`config.mk`:
```
export PLATFORM = sky130hd
export DESIGN_NAME = pwm_breathe_multi_flat
export DESIGN_NICKNAME = d
export VERILOG_FILES = /design/src/rtl/pwm_breathe_multi_if.sv /design/src/rtl/pwm_breathe_multi.sv /design/src/flat_wrapper.sv
export SDC_FILE = /design/constraint.sdc
export NUM_CORES = 2
export LEC_CHECK = 0
export CAP_MARGIN = 20
export CORE_ASPECT_RATIO = 0.8
export CORE_MARGIN = 8
export CORE_UTILIZATION = 53
export CTS_CLUSTER_DIAMETER = 60
export DETAILED_ROUTE_END_ITERATION = 16
export PLACE_DENSITY_LB_ADDON = 0.05
export SLEW_MARGIN = 10
export SYNTH_ARGS = -nofsm -noshare
export SYNTH_HDL_FRONTEND = slang
export SYNTH_SLANG_ARGS = --single-unit
```
`constraint.sdc`:
```
create_clock -name clk_i -period 5 [get_ports clk_i]
set_input_delay 0.75 -clock clk_i [delete_from_list [all_inputs] [get_ports clk_i]]
set_output_delay 0.75 -clock clk_i [all_outputs]
set_load 0.05 [all_outputs]
```
`src/rtl/pwm_breathe_multi_if.sv`:
```
// Configuration and status bundle between the bus register file and pwm_breathe_multi.
// Signal names keep the _i/_o direction as seen from the PWM block.
interface pwm_breathe_multi_if #(
   parameter int Resolution = 16,
   parameter int Channels   = 4
);
   logic                           update_i;
   logic [Resolution-1:0]          period_i;
   logic [Resolution-1:0]          hold_i;
   logic [Channels-1:0]            enable_i;
   logic [Channels-1:0]            polarity_i;
   logic [2*Channels-1:0]          mode_i;
   logic [Resolution*Channels-1:0] duty_i;
   logic [Resolution*Channels-1:0] bound_lo_i;
   logic [Resolution*Channels-1:0] bound_hi_i;
   logic [Resolution*Channels-1:0] incr_i;
   logic [Channels-1:0]            pwm_o;
   logic [Resolution*Channels-1:0] cur_duty_o;
   logic                           period_end_o;
   logic                           pending_o;

   modport master (
      output update_i, period_i, hold_i, enable_i, polarity_i, mode_i,
             duty_i, bound_lo_i, bound_hi_i, incr_i,
      input  pwm_o, cur_duty_o, period_end_o, pending_o
   );

   modport slave (
      input  update_i, period_i, hold_i, enable_i, polarity_i, mode_i,
             duty_i, bound_lo_i, bound_hi_i, incr_i,
      output pwm_o, cur_duty_o, period_end_o, pending_o
   );
endinterface

```
`src/rtl/pwm_breathe_multi.sv`:
```
// Multi-channel PWM with a shared period counter, per-channel off/standard/breathe/ramp
// modes and double-buffered configuration applied only at period boundaries.
module pwm_breathe_multi #(
   parameter int Resolution = 16,
   parameter int Channels   = 4
) (
   input  logic                  clk_i,
   input  logic                  rst_ni,
   pwm_breathe_multi_if.slave    bus
);
   localparam int R = Resolution;

   typedef logic [R-1:0] val_t;

   localparam logic [1:0] MODE_OFF     = 2'b00;
   localparam logic [1:0] MODE_BREATHE = 2'b10;
   localparam logic [1:0] MODE_RAMP    = 2'b11;

   val_t cnt_q, cnt_d;
   val_t period_sh_q;
   val_t hold_sh_q;
   val_t hold_cnt_q, hold_cnt_d;
   logic pending_q, pending_d;
   logic period_end;
   logic load;
   logic step;

   val_t cur_arr [Channels];
   logic pwm_arr [Channels];

   // Gated by rst_ni so the pulse drops immediately while reset is asserted.
   assign period_end = rst_ni & (cnt_q == period_sh_q);
   assign load       = period_end & (pending_q | bus.update_i);
   assign step       = period_end & ~load & (hold_cnt_q == hold_sh_q);

   always_comb begin
      cnt_d      = cnt_q + R'(1);
      hold_cnt_d = hold_cnt_q;
      pending_d  = pending_q;
      if (period_end) begin
         cnt_d = '0;
      end
      if (load || step) begin
         hold_cnt_d = '0;
      end else if (period_end) begin
         hold_cnt_d = hold_cnt_q + R'(1);
      end
      if (load) begin
         pending_d = 1'b0;
      end else if (bus.update_i) begin
         pending_d = 1'b1;
      end
   end

   always_ff @(posedge clk_i or negedge rst_ni) begin
      if (!rst_ni) begin
         cnt_q       <= '0;
         period_sh_q <= '0;
         hold_sh_q   <= '0;
         hold_cnt_q  <= '0;
         pending_q   <= 1'b0;
      end else begin
         cnt_q      <= cnt_d;
         hold_cnt_q <= hold_cnt_d;
         pending_q  <= pending_d;
         if (load) begin
            period_sh_q <= bus.period_i;
            hold_sh_q   <= bus.hold_i;
         end
      end
   end

   for (genvar gi = 0; gi < Channels; gi++) begin : g_ch
      val_t       a_in, b_in, duty_in, incr_in;
      val_t       lo_in, hi_in;
      logic [1:0] mode_in;

      logic       en_sh_q;
      logic       pol_sh_q;
      logic [1:0] mode_sh_q;
      val_t       lo_sh_q;
      val_t       hi_sh_q;
      val_t       incr_sh_q;
      val_t       cur_q, cur_d;
      logic       dir_q, dir_d;
      logic       pwm_q, pwm_d;
      logic [R:0] sum;
      logic [R:0] diff;

      assign a_in    = bus.bound_lo_i[gi*R +: R];
      assign b_in    = bus.bound_hi_i[gi*R +: R];
      assign duty_in = bus.duty_i[gi*R +: R];
      assign incr_in = bus.incr_i[gi*R +: R];
      assign mode_in = bus.mode_i[gi*2 +: 2];
      assign lo_in   = (a_in < b_in) ? a_in : b_in;
      assign hi_in   = (a_in < b_in) ? b_in : a_in;

      // One extra bit so the sweep arithmetic cannot wrap past the bounds.
      assign sum  = {1'b0, cur_q} + {1'b0, incr_sh_q};
      assign diff = {1'b0, cur_q} - {1'b0, lo_sh_q};

      always_comb begin
         cur_d = cur_q;
         dir_d = dir_q;
         if (load) begin
            dir_d = 1'b0;
            if (mode_in == MODE_BREATHE || mode_in == MODE_RAMP) begin
               cur_d = lo_in;
            end else begin
               cur_d = duty_in;
            end
         end else if (step) begin
            case (mode_sh_q)
               MODE_BREATHE: begin
                  if (!dir_q) begin
                     if (sum >= {1'b0, hi_sh_q}) begin
                        cur_d = hi_sh_q;
                        dir_d = 1'b1;
                     end else begin
                        cur_d = sum[R-1:0];
                     end
                  end else begin
                     if (diff <= {1'b0, incr_sh_q}) begin
                        cur_d = lo_sh_q;
                        dir_d = 1'b0;
                     end else begin
                        cur_d = cur_q - incr_sh_q;
                     end
                  end
               end
               MODE_RAMP: begin
                  if (sum > {1'b0, hi_sh_q}) begin
                     cur_d = lo_sh_q;
                  end else begin
                     cur_d = sum[R-1:0];
                  end
               end
               default: begin
                  cur_d = cur_q;
               end
            endcase
         end
      end

      always_comb begin
         pwm_d = pol_sh_q;
         if (en_sh_q && mode_sh_q != MODE_OFF) begin
            pwm_d = (cnt_q < cur_q) ^ pol_sh_q;
         end
      end

      always_ff @(posedge clk_i or negedge rst_ni) begin
         if (!rst_ni) begin
            en_sh_q   <= 1'b0;
            pol_sh_q  <= 1'b0;
            mode_sh_q <= MODE_OFF;
            lo_sh_q   <= '0;
            hi_sh_q   <= '0;
            incr_sh_q <= '0;
            cur_q     <= '0;
            dir_q     <= 1'b0;
            pwm_q     <= 1'b0;
         end else begin
            cur_q <= cur_d;
            dir_q <= dir_d;
            pwm_q <= pwm_d;
            if (load) begin
               en_sh_q   <= bus.enable_i[gi];
               pol_sh_q  <= bus.polarity_i[gi];
               mode_sh_q <= mode_in;
               lo_sh_q   <= lo_in;
               hi_sh_q   <= hi_in;
               incr_sh_q <= incr_in;
            end
         end
      end

      assign cur_arr[gi] = cur_q;
      assign pwm_arr[gi] = pwm_q;
   end

   always_comb begin
      bus.pwm_o      = '0;
      bus.cur_duty_o = '0;
      for (int i = 0; i < Channels; i++) begin
         bus.pwm_o[i]            = pwm_arr[i];
         bus.cur_duty_o[i*R +: R] = cur_arr[i];
      end
   end

   assign bus.period_end_o = period_end;
   assign bus.pending_o    = pending_q;

endmodule

```
`src/flat_wrapper.sv`:
```
// flat-port wrapper written by rule: the top's interface ports become plain ports
module pwm_breathe_multi_flat 
#(
   parameter int Resolution = 16,
   parameter int Channels   = 4
)
  (clk_i, rst_ni, bus_update_i, bus_period_i, bus_hold_i, bus_enable_i, bus_polarity_i, bus_mode_i, bus_duty_i, bus_bound_lo_i, bus_bound_hi_i, bus_incr_i, bus_pwm_o, bus_cur_duty_o, bus_period_end_o, bus_pending_o);
  pwm_breathe_multi_if #(.Resolution(Resolution), .Channels(Channels)) bus_i ();
  input  logic clk_i;
  input  logic rst_ni;
  input wire logic [$bits(bus_i.update_i)-1:0] bus_update_i;
  input wire logic [$bits(bus_i.period_i)-1:0] bus_period_i;
  input wire logic [$bits(bus_i.hold_i)-1:0] bus_hold_i;
  input wire logic [$bits(bus_i.enable_i)-1:0] bus_enable_i;
  input wire logic [$bits(bus_i.polarity_i)-1:0] bus_polarity_i;
  input wire logic [$bits(bus_i.mode_i)-1:0] bus_mode_i;
  input wire logic [$bits(bus_i.duty_i)-1:0] bus_duty_i;
  input wire logic [$bits(bus_i.bound_lo_i)-1:0] bus_bound_lo_i;
  input wire logic [$bits(bus_i.bound_hi_i)-1:0] bus_bound_hi_i;
  input wire logic [$bits(bus_i.incr_i)-1:0] bus_incr_i;
  output wire logic [$bits(bus_i.pwm_o)-1:0] bus_pwm_o;
  output wire logic [$bits(bus_i.cur_duty_o)-1:0] bus_cur_duty_o;
  output wire logic [$bits(bus_i.period_end_o)-1:0] bus_period_end_o;
  output wire logic [$bits(bus_i.pending_o)-1:0] bus_pending_o;
  assign bus_i.update_i = bus_update_i;
  assign bus_i.period_i = bus_period_i;
  assign bus_i.hold_i = bus_hold_i;
  assign bus_i.enable_i = bus_enable_i;
  assign bus_i.polarity_i = bus_polarity_i;
  assign bus_i.mode_i = bus_mode_i;
  assign bus_i.duty_i = bus_duty_i;
  assign bus_i.bound_lo_i = bus_bound_lo_i;
  assign bus_i.bound_hi_i = bus_bound_hi_i;
  assign bus_i.incr_i = bus_incr_i;
  assign bus_pwm_o = bus_i.pwm_o;
  assign bus_cur_duty_o = bus_i.cur_duty_o;
  assign bus_period_end_o = bus_i.period_end_o;
  assign bus_pending_o = bus_i.pending_o;
  pwm_breathe_multi #(.Resolution(Resolution), .Channels(Channels)) u_core (.clk_i(clk_i), .rst_ni(rst_ni), .bus(bus_i));
endmodule
```
==> results.yml <==
setup_path:
  regToRegStartpoint: "u_core.g_ch[2].incr_sh_q[2]"
  startpoint_type: "flip-flop"
  end_kind: "flip-flop"
  cp.arrival_ps: 5300
  path_class: "reg -> reg"
  r2r.worst_path.cells: 20
  critPathSlowestCell: "a311oi_1"
  cp_top_family: "compound AO/OA/AOI/OAI gates"
  r2r-end: "u_core.g_ch[2].cur_q[2]"
  required_ps: 5480
  max_stage_delay_ps: 450
  r2r_slack_ps: 180
  crit_chain: "inv_1 -> ha_1 -> nor3_1 -> o21ai_0 -> a311oi_1 -> o21bai_1 -> nor2_1 -> nor2_1 -> xnor2_1 -> ha_1 -> nand4_1 -> nor3_1 -> o31ai_1 -> a41o_1 -> nand3_1 -> or2_1 -> buf_4 -> mux2_2 -> a21oi_1 -> o21ai_0"
  cp_max_fo: 11
  cp_num_buf_inv: 2
floorplan:
  core_area_um2: 62590
  chipWidth_um: 297.0
  dieArea_um2: 71530
  row_count: 82
  ios: 377
  start_util: 0.5351
  die_height_um: 240.8
sta:
  setup_viol: 0
  slew_violations: 0
  max_slew_margin: 0.2591
  fin_setup_tns_ps: 0
  worstMarginPinSlew_ps: 1109
  period_share: 0.9638
  fmax_mhz: 207.5
  fin_skew_ps: 14.68
  hold_violations: 0
  period_minus_slack_ps: 4819
logic_synthesis:
  ys_seq_elements: 345
  syn_area_um2: 33490
  synth-edff-count: 0
  yosys_warnings: 0
  syn_inst: 4230
  ys_seq_area_frac: 0.2578
  async_reset_ff_frac: 1.000
  synthDistinctLibCells: 99
  yosys_most_used_dff: "dfrtp_1"
  syn_area_per_cell_um2: 7.917
  syn_nets: 4987
pwr:
  power_leakage_nw: 19.02
  p_total_mw: 24.69
  pwr-share-seq: 0.173
  vdd_drop_max_v: 0.0004900
  p_sw_frac: 0.4821
  internal_power_mw: 12.79
  power.density_nw_per_um2: 606.7
  p_comb_frac: 0.675
  p_clk_frac: 0.152
  switching_power_mw: 11.90
detailed_routing:
  drc: 0
  vias_per_cell: 5.905
  antenna_left: 0
  route.vias.total: 32450
  drt-wirelength-per-cell_um: 21.66
  drt_wl_total_um: 119000
  first_iter_violations: 3448
  firstDrtPassIters: 8
clocking:
  cts_root_buf: "clkbuf_16"
  cts-buffers-inserted: 47
  path_clk_slew_ps: 60
  clk_latency_ps: 620
  cts.sinks: 345
  clockBufferDepth: 3
  cts_tree: "yes"
  cts_max_level: 2
global_routing:
  grt_pass1_vias: 30970
  grt.total_usage: 0.3183
  antenna_found_initial: 9
  overflow: 0
  grt_pass1_wl_um: 180900
  grt_max_degree: 145
finish:
  drive_gt1_frac: 0.06846
  nets: 5363
  area_growth_pct: 21.54
  stdcell_area_um2: 40700
  fin_cells: 5495
hold_path:
  min_path_type: "in -> async"
place:
  place_area_um2: 38680
  dp.cells: 5392
  gp_congestion: 0.9658
  portBuffers: 376
  hpwl_um: 94970
job:
  drv_cap: 0
status:
  status: "complete, no violations"
==> metrics by stage <==
step	setup WS, ps	hold slack, ps	util
after floorplan	48.20	430.5	-
after global placement	-27.95	445.5	0.6180
after detailed placement	-126.2	461.4	0.6180
after CTS	3.023	21.13	0.6455
after global routing	-38.20	43.38	0.6503
final	180.9	22.68	0.6503
==> registers in the layout, indices dropped and copies added, names as in the netlist, 8 cells and up <==
name and flops:
u_core.g_ch.lo_sh_q 64, u_core.g_ch.cur_q 64, u_core.g_ch.incr_sh_q 64, u_core.period_sh_q 16
u_core.hold_sh_q 16, u_core.cnt_q 16, u_core.g_ch.mode_sh_q 8, u_core.hold_cnt_q 16
u_core.g_ch.hi_sh_q 64
==> area by class of cell <==
| type | instances | area, um^2 |
|---|---|---|
| Fill cell | 5569 | 21880 |
| Sequential cell | 345 | 8636 |
| Clock buffer | 56 | 1281 |
| Timing Repair Buffer | 507 | 4908 |
| Multi-Input combinational cell | 3313 | 22900 |
| Tap cell | 840 | 1051 |
| Inverter | 392 | 1471 |
| Antenna cell | 10 | 25.02 |
| Clock inverter | 32 | 422.9 |
==> power by group through the flow <==
stage	Clock, mW	Sequential [mW]	Combinational [mW]
after detailed placement	0	4.26	15.9
after CTS	3.80	4.23	16.0
after global placement	0	4.26	15.8
after global routing	3.89	4.32	18.3
after floorplan	0	4.35	10.8
final	3.75	4.28	16.7
==> worst max-delay path by stage <==
stage / startpoint / to / slack, ps / depth (start not counted)
after floorplan: u_core.g_ch[0].cur_q[1] / u_core.g_ch[0].cur_q[10] / 50 / 21
after global placement: u_core.g_ch[0].cur_q[1] / u_core.g_ch[0].cur_q[10] / -30 / 22
after detailed placement: u_core.g_ch[0].cur_q[1] / u_core.g_ch[0].cur_q[10] / -130 / 22
after CTS: u_core.g_ch[0].cur_q[1] / u_core.g_ch[0].cur_q[10] / 3 / 22
after global routing: u_core.g_ch[0].cur_q[1] / u_core.g_ch[0].cur_q[9] / -40 / 25
final: u_core.g_ch[2].incr_sh_q[2] / u_core.g_ch[2].cur_q[2] / 180 / 20
==> logic make-up (layout without fill, tap and decap cells) <==
group,Yosys count,after routing,share of synthesized area
compound gates,1204,1204,0.2247
xor+xnor,190,190,0.04969
fa+ha+maj,450,450,0.1708
buf+inv,572,987,0.06819
flops,345,345,0.2578
mux,173,173,0.05212
other cells,0,10,0
simple gates,1296,1296,0.1767
==> metal layers <==
| layer | up-vias | part of all wire | global-route usage |
|---|---|---|---|
| li1 | 15680 | - | - |
| met1 | 15270 | 0.46 | 0.4546 |
| met2 | 1296 | 0.43 | 0.4883 |
| met3 | 201 | 0.083 | 0.05781 |
| met4 | 0 | 0.029 | 0.09813 |
| met5 | - | 0 | 0 |
==> repair_timing <==
action	in CTS	in global routing
pin swaps	2	19
gates resized for setup	6	58
endpoints found under the setup margin	17	65
buffers inserted	1	3
hold buffers	0	0
==> cell usage in the layout (no fill, tap or decap), drive strengths merged, types with 11 or more instances in the layout <==
| master | instances |
|---|---|
| a2111oi | 15 |
| a211o | 19 |
| a211oi | 71 |
| a21boi | 13 |
| a21o | 82 |
| a21oi | 339 |
| a31oi | 30 |
| and2 | 14 |
| and3 | 33 |
| buf | 133 |
| clkbuf | 56 |
| clkdlybuf4s50 | 374 |
| clkinv | 12 |
| dfrtp | 345 |
| fa | 12 |
| ha | 438 |
| inv | 398 |
| mux2i | 165 |
| nand2 | 514 |
| nand2b | 58 |
| nand3 | 68 |
| nand4 | 51 |
| nor2 | 330 |
| nor2b | 57 |
| nor3 | 71 |
| nor4 | 21 |
| o2111ai | 11 |
| o211ai | 44 |
| o21a | 32 |
| o21ai | 380 |
| o21bai | 23 |
| o22ai | 22 |
| o31ai | 26 |
| or2 | 14 |
| or3 | 32 |
| xnor2 | 128 |
| xor2 | 62 |
==> synth_stat cells (all sizes together) (26+ instances only) <==
| master | n | area, um^2 |
|---|---|---|
| dfrtp | 345 | 8633 |
| a21o | 82 | 615.6 |
| xor2 | 62 | 543.0 |
| buf | 81 | 440.4 |
| nor3 | 71 | 365.3 |
| or3 | 32 | 205.2 |
| ha | 438 | 5480 |
| nand2b | 58 | 362.9 |
| clkbuf | 99 | 371.6 |
| o21ai | 380 | 1906 |
| mux2i | 165 | 1655 |
| a21oi | 339 | 1712 |
| o31ai | 26 | 195.2 |
| xnor2 | 128 | 1121 |
| nor2b | 57 | 356.6 |
| nand3 | 68 | 340.3 |
| o211ai | 44 | 345.3 |
| o21a | 32 | 240.2 |
| nand4 | 51 | 319.1 |
| a211oi | 71 | 545.5 |
| a31oi | 30 | 202.7 |
| nand2 | 514 | 1932 |
| and3 | 33 | 206.5 |
| nor2 | 330 | 1244 |
| inv | 387 | 1453 |
Note: power is estimated with default switching activity, not from simulation.
